**src/rtl/icap_reboot_ctrl.sv**
```systemverilog
// Warm-reboot controller: on a reboot pulse, drives ICAPE2 through the 8-word IPROG
// sequence with the latched WBSTAR address. Define ICAP_BITSWAP_EN for per-byte bit reversal.
`timescale 1ns/1ps
module icap_reboot_ctrl #(
  parameter int unsigned ARM_DELAY  = 16,
  parameter int unsigned GAP_CYCLES = 0
) (
  input  logic        clk,
  input  logic        nReset,
  input  logic        reboot,
  input  logic [31:0] rebootAddress,
  output logic        icapCsN,
  output logic        icapRdWrN,
  output logic [31:0] icapData,
  output logic        busy,
  output logic        done,
  output logic [2:0]  wordIndex
);

  typedef enum logic [2:0] {
    S_IDLE, S_DELAY, S_SETUP, S_WRITE, S_GAP, S_FINISH, S_DONE
  } state_e;

  state_e      state_q;
  logic [31:0] addr_q;
  logic [15:0] delay_cnt_q;
  logic [7:0]  gap_cnt_q;
  logic [2:0]  word_ptr_q;   // next word to present; wordIndex tracks the last one presented
  logic        cs_n_q;
  logic        rdwr_n_q;
  logic [31:0] data_q;
  logic        busy_q;
  logic        done_q;
  logic [2:0]  word_idx_q;
  logic [31:0] raw_word;
  logic [31:0] word_d;

  function automatic logic [31:0] cmd_word(input logic [2:0] idx, input logic [31:0] wbstar);
    logic [31:0] w;
    case (idx)
      3'd0:    w = 32'hFFFF_FFFF;
      3'd1:    w = 32'hAA99_5566;
      3'd2:    w = 32'h2000_0000;
      3'd3:    w = 32'h3002_0001;
      3'd4:    w = wbstar;
      3'd5:    w = 32'h3000_8001;
      3'd6:    w = 32'h0000_000F;
      default: w = 32'h2000_0000;
    endcase
    return w;
  endfunction

  assign raw_word = cmd_word(word_ptr_q, addr_q);

`ifdef ICAP_BITSWAP_EN
  function automatic logic [31:0] byte_bitswap(input logic [31:0] w);
    logic [31:0] r;
    for (int b = 0; b < 4; b++) begin
      for (int i = 0; i < 8; i++) begin
        r[8*b + i] = w[8*b + 7 - i];
      end
    end
    return r;
  endfunction

  assign word_d = byte_bitswap(raw_word);
`else
  assign word_d = raw_word;
`endif

  // NOTE: state registers use non-blocking assignments so every branch sees pre-edge values.
  always_ff @(posedge clk or negedge nReset) begin
    if (!nReset) begin
      state_q     <= S_IDLE;
      addr_q      <= '0;
      delay_cnt_q <= '0;
      gap_cnt_q   <= '0;
      word_ptr_q  <= '0;
      cs_n_q      <= 1'b1;
      rdwr_n_q    <= 1'b1;
      data_q      <= '0;
      busy_q      <= 1'b0;
      done_q      <= 1'b0;
      word_idx_q  <= '0;
    end else begin
      case (state_q)
        S_IDLE: begin
          if (reboot) begin
            addr_q      <= rebootAddress;
            busy_q      <= 1'b1;
            delay_cnt_q <= 16'(ARM_DELAY);
            state_q     <= S_DELAY;
          end
        end
        S_DELAY: begin
          if (delay_cnt_q == '0) begin
            state_q <= S_SETUP;
          end else begin
            delay_cnt_q <= delay_cnt_q - 16'd1;
          end
        end
        S_SETUP: begin
          // RDWRB settles a full cycle before CSIB first goes low.
          rdwr_n_q   <= 1'b0;
          word_ptr_q <= '0;
          word_idx_q <= '0;
          state_q    <= S_WRITE;
        end
        S_WRITE: begin
          cs_n_q     <= 1'b0;
          data_q     <= word_d;
          word_idx_q <= word_ptr_q;
          if (word_ptr_q == 3'd7) begin
            state_q <= S_FINISH;
          end else if (GAP_CYCLES == 0) begin
            word_ptr_q <= word_ptr_q + 3'd1;
          end else begin
            gap_cnt_q <= 8'(GAP_CYCLES - 1);
            state_q   <= S_GAP;
          end
        end
        S_GAP: begin
          cs_n_q <= 1'b1;
          if (gap_cnt_q == '0) begin
            word_ptr_q <= word_ptr_q + 3'd1;
            state_q    <= S_WRITE;
          end else begin
            gap_cnt_q <= gap_cnt_q - 8'd1;
          end
        end
        S_FINISH: begin
          cs_n_q  <= 1'b1;
          done_q  <= 1'b1;
          state_q <= S_DONE;
        end
        S_DONE: begin
          cs_n_q   <= 1'b1;
          rdwr_n_q <= 1'b1;
        end
        default: state_q <= S_IDLE;
      endcase
    end
  end

  assign icapCsN   = cs_n_q;
  assign icapRdWrN = rdwr_n_q;
  assign icapData  = data_q;
  assign busy      = busy_q;
  assign done      = done_q;
  assign wordIndex = word_idx_q;

endmodule

```
**config.mk**
```make
export PLATFORM = sky130hd
export DESIGN_NAME = icap_reboot_ctrl
export DESIGN_NICKNAME = d
export VERILOG_FILES = /design/src/rtl/icap_reboot_ctrl.sv
export SDC_FILE = /design/constraint.sdc
export NUM_CORES = 1
export LEC_CHECK = 0
export BUFFER_PORTS_ARGS = -buffer_cell sky130_fd_sc_hd__buf_4
export CORE_UTILIZATION = 42
export DETAILED_ROUTE_END_ITERATION = 10
export PLACE_DENSITY_LB_ADDON = 0.08
export RECOVER_POWER = 25
export SYNTH_ARGS = -nofsm -noshare
export SYNTH_HDL_FRONTEND = slang
export SYNTH_SLANG_ARGS = --single-unit
```
**constraint.sdc**
```tcl
create_clock -name clk -period 2.9 [get_ports clk]
set_clock_uncertainty 0.2 [all_clocks]
set_input_delay 0.725 -clock clk [delete_from_list [all_inputs] [get_ports clk]]
set_output_delay 0.725 -clock clk [all_outputs]
set_load 0.02 [all_outputs]
```
* Word level (Yosys, flattened, before mapping)
Cells that the tools add are included.
** Cells by class
- Bitwise operators :: 2
- Equal/unequal tests :: 18
- Muxes and demuxes :: 15
- Add/subtract/negate cells :: 3
- Reduce and logical (&&, ||, !) cells :: 15
** Operator list (count)
- $pmux 32 s6 :: 1
- $mux 16 :: 2
- $pmux 16 s2 :: 1
- $eq 3x3->1 const B :: 7
- $pmux 3 s7 :: 1
- $mux 3 :: 6
- $logic_not 16->1 :: 1
- $sub 16x1->16 const B :: 1
- $ne 2x2->1 const B :: 6
- $eq 3x2->1 const B :: 3
- $pmux 3 s3 :: 1
- $logic_not 8->1 :: 1
- $reduce_bool 2->1 :: 4
- $sub 8x1->8 const B :: 1
- $eq 3x1->1 const B :: 2
- $logic_not 3->1 :: 2
- $pmux 3 s2 :: 1
- $reduce_and 3->1 :: 2
- $reduce_and 5->1 :: 1
- $pmux 1 s2 :: 2
- $reduce_and 2->1 :: 2
- $add 3x1->3 const B :: 1
- $reduce_bool 3->1 :: 1
- $reduce_or 3->1 :: 1
- $not 1->1 :: 2
** Storage, ports and cells
- Logic and storage cells :: 64
- Output and inout bits :: 39
- Input bits :: 35
- Register bits after elaboration :: 101

* Longest topological paths before layout
- Depth after elaboration :: 3
- Gate-level depth with buffers :: 7
- Mapped depth without buffers :: 6

* Worst setup path before layout
OpenSTA, ideal clock, no wires.
- Kind :: register to register
- From :: register delay_cnt_q[0]
- To :: register delay_cnt_q[12]
- Buffers on the path :: 0
- Clock period less this slack :: 2.071 ns
- Required time :: 2.623 ns
- Library setup time :: 0.077 ns
- Cell stages (with the launch flop) :: 7
- Setup slack :: 0.829 ns
- Arrival :: 1.793 ns
- Path through :: dfrtp_1 > inv_1 > ha_1 > nor3b_1 > nand2_2 > or4_1 > a21oi_1
** Between the ends
- Cells in the longest elaborated chain, start to end :: 3
- Elaborated cells on any way between the ends :: 6
- Those cells by class :: 1 x add/sub; 1 x eq/ne; 2 x mux; 2 x reduce/logical
** Ends and longest elaborated chain
- start, declared :: line 26 : logic [15:0] delay_cnt_q;
- start signal, assigned :: line 91 : delay_cnt_q <= 16'(ARM_DELAY);
- start signal, assigned :: line 99 : delay_cnt_q <= delay_cnt_q - 16'd1;
- $sub 16x1->16 / $logic_not 16->1 (equally long branches) :: line 99, 96
- $mux 16 / $ne 2x2->1 (equally long branches)
- $pmux 16 s2 / $reduce_and 3->1 (equally long branches)
Several ways; a longest one is shown, not always the timed one. The select of a mux whose other input is x is not followed.
A chain may end at the register's enable or synchronous reset.

* Final worst setup path
- From :: register delay_cnt_q[1]
- To :: register delay_cnt_q[1]
The elaborated chain is that of the path after synthesis.

==> metrics.md <==
| Metric | Value |
|---|---|
| Top cell type's share of synthesized area | `54.0%` |
| CP arrival | `between 2 and 3 ns` |
| Core Region | `10500 sq um` |
| Synthesized instance count | `a little under 500` |
| Register area share after synthesis | `55.2%` |
| CTS Hold Buffers Added | `0` |
| Netlist Area Pre-Place | `~4600 sq um` |
| Failing checks | `max-capacitance violations, max-slew violations` |
| Largest net degree at the start of global routing | `64` |
| Post-CTS setup buffer count | `0` |
| Xor-xnor portion of the synthesized cell area | `between 1 and 1.5%` |
| Period minus WS final | `2.42 ns` |
| IO Pins | `74` |
| Synth Area in Adders | `2.67%` |
| Worst setup path class | `reg2reg` |
| RSZ-0062 raised after global routing | `false` |
| Port Buffer Count | `73` |
| Die height | `around 110 microns` |
| Routed vias | `about 3600` |
| Crit path cell chain | `inv_1 > ha_1 > nor3b_1 > and4_1 > nor2_1 > o31ai_1` |
| CTS tree | `built` |
| Synth-to-layout area growth | `19.5%` |
| Flops & latches, synth | `~100` |
| Post-synthesis cell type count | `48` |
| Slew headroom | `-23.1%` |
| Status | `complete, but fails checks` |
| DRT antenna net count | `0` |
| Clock root cell | `clkbuf_8` |
| Power Dens Cells | `493 nW/um^2` |
| Type of the most critical hold path | `reg2reg` |
| First-pass DRT Iterations | `4` |
| Compound-cell area share of the yosys netlist | `between 10% and 20%` |
| Post-Route WL | `a little over 10000 microns` |
| Initial DRC Count | `around 140` |
| # resized after CTS | `0` |
| GRT overflow | `0` |
| DRC violations left | `0` |
| Non-filler cells in the finished layout | `a little under 700` |
| Wirelength per Cell | `between 10 and 15 microns` |
| Simple-gate portion of the synthesized area | `21.9%` |
| Top cells by area, synth | `dfrtp_1 54%, nand2_1 12%, o21ai_0 4.9%, o31ai_1 3.8%, a21oi_1 2.8%` |
| Period utilization | `83.4%` |
| Skew-Pair Late Insertion Delay | `0.37 ns` |
| Static Leak | `~0.0026 uW` |
| CP Capture Type | `flip-flop` |
| Dpl hpwl | `a little under 7000 microns` |
| F_max | `413 MHz` |
| Pre-CTS WS | `between 0.4 and 0.5 ns` |
| Synth async-reset ratio | `between 90% and 100%` |
| Synth cell count leaders | `145 x nand2_1, 99 x dfrtp_1, 45 x o21ai_0` |
| Fillers | `a little over 1000` |
| Clock-pin slew on the worst setup and hold paths | `around 0.090 ns` |
| CP required | `a little under 3 ns` |
| CP peak stage delay | `between 0.5 and 0.6 ns` |
| Max-cap viol count | `1` |
| Worst-Margin Slew | `1.85 ns` |
| Clock Sink Count | `101` |
| TritonCTS Buffers | `9` |
| Mapped Nets | `528` |
| Initial core utilization | `43.8%` |
| Area leader, netlist | `dfrtp_1` |
| GP Congestion | `0.763` |
| Total GRT Usage | `about a fifth` |
| Share of cells above drive strength 1 | `between 20% and 30%` |
| Die area | `11300 sq um` |
| Top FF cell, synth | `dfrtp_1` |
| Row Count | `37` |
| Ant. Diodes | `0` |
| Critical Path Fanout Max | `14` |
| Global-route wire length before repair | `around 17000 microns` |
| Nets@finish | `around 590` |
| Vias/cell | `about 5.2` |
| Maximum vdd drop | `approximately 0.00037 V` |
| Fin. Hold Viols | `0` |
| TNS Setup | `0 ns` |
| Avg Inst Size Synth | `9.47 sq um` |
| Clock buffer depth | `2` |
| Worst setup margin | `~0.48 ns` |
| Number of placed cells counting well taps | `just under 700` |
| Yosys warns | `0` |
| Pins Over Slew Limit | `32` |
| Initial antenna violation count | `0` |
| H-tree Lvls | `3` |
| Critical-path top delay cell | `and4_1` |
| Post-synth EDFFs | `0` |
| Die X | `~110 microns` |
| Mux cell area share after synthesis | `0.873%` |
| Final setup viols | `0` |
| Most common cell in the synthesized netlist | `nand2_1` |
| Type of origin of the critical path | `flip-flop` |
| Vias in the first global route | `roughly 3600` |
| Largest family of logic cells by synthesized area | `simple AND/OR/NAND/NOR gates` |
## registers in the layout (all words and copies together) (netlist names)
name and cells:
delay_cnt_q 16, icapCsN 1, icapData 32, busy 1
gap_cnt_q 8, state_q 3, icapRdWrN 1, addr_q 32
done 1, word_ptr_q 3, wordIndex 3
## routing by layer
metal  vias up  track usage (%)  share of wire [%]
met5         -                0                  0
li1       1798                -                  -
met3        10             4.17                3.7
met2        69             32.5                 48
met4         0             5.97                1.2
met1      1731             25.4                 47
## power breakdown
group	leakage (uW)	internal [uW]	switching, uW
logic	0.00123	110	116
clock network	0.0000895	405	492
registers	0.00132	1480	96.5
total	0.00265	2000	705
## metrics by stage
step / power, uW / hold slack [ns] / utilization (%) / area, sq um
floorplan: 1720 / 0.229 / - / 4580
global placement: 1830 / 0.252 / 50.5 / 5290
detailed placement: 1840 / 0.257 / 50.5 / 5290
CTS: 2750 / 0.0764 / 52.4 / 5480
global route: 2840 / 0.293 / 52.4 / 5480
finish: 2700 / 0.275 / 52.4 / 5480
## path summary, 6_finish.rpt
| kind | start | cells past startpoint | endpoint | slack [ns] |
|---|---|---|---|---|
| max in group asynchronous | nReset | 2 | delay_cnt_q[14] | 0.63 |
| min reg2reg | addr_q[28] | 2 | addr_q[28] | 0.27 |
| min | addr_q[28] | 2 | addr_q[28] | 0.27 |
| max reg2reg | delay_cnt_q[1] | 6 | delay_cnt_q[1] | 0.48 |
| max | delay_cnt_q[1] | 6 | delay_cnt_q[1] | 0.48 |
| min in group asynchronous | nReset | 1 | icapData[4] | 0.64 |
## cell families after synthesis
logic type	count (synthesis)
multiplexers	4
adder cells (fa/ha/maj)	10
buffers and inverters	38
AND/OR/NAND/NOR	213
AO/OA/AOI/OAI	111
XOR/XNOR	7
flip-flops	101
## critical path, delay by kind of cell, from the launching register on
kind | cells | cell delay, ns
and+or+nand+nor | 3 | 1.21
AOI/OAI and AO/OA | 1 | 0.20
buffers and inverters | 1 | 0.11
adders and majority gates | 1 | 0.20
DFF | 1 | 0.41
## area by class of cell
class / instances / area (sq um) / area share [%]
Multi-Input combinational cell: 345 / 1900 / 34.7
Clock inverter: 6 / 70.1 / 1.28
Timing Repair Buffer: 83 / 644 / 11.8
Sequential cell: 101 / 2530 / 46.2
Clock buffer: 10 / 128 / 2.33
Tap cell: 136 / 170 / 3.11
Inverter: 10 / 37.5 / 0.685
## cell usage in the layout (no fill, tap or decap), types with 7 or more instances in the layout
| master | instances |
|---|---|
| nand2_1 | 145 |
| o21ai_0 | 45 |
| dfrtp_1 | 99 |
| ha_1 | 9 |
| o31ai_1 | 23 |
| a21oi_1 | 26 |
| inv_1 | 10 |
| nor2_1 | 11 |
| nand3_1 | 11 |
| xnor2_1 | 7 |
| clkbuf_8 | 9 |
| buf_4 | 80 |
Power figures use the tool's default switching activity.
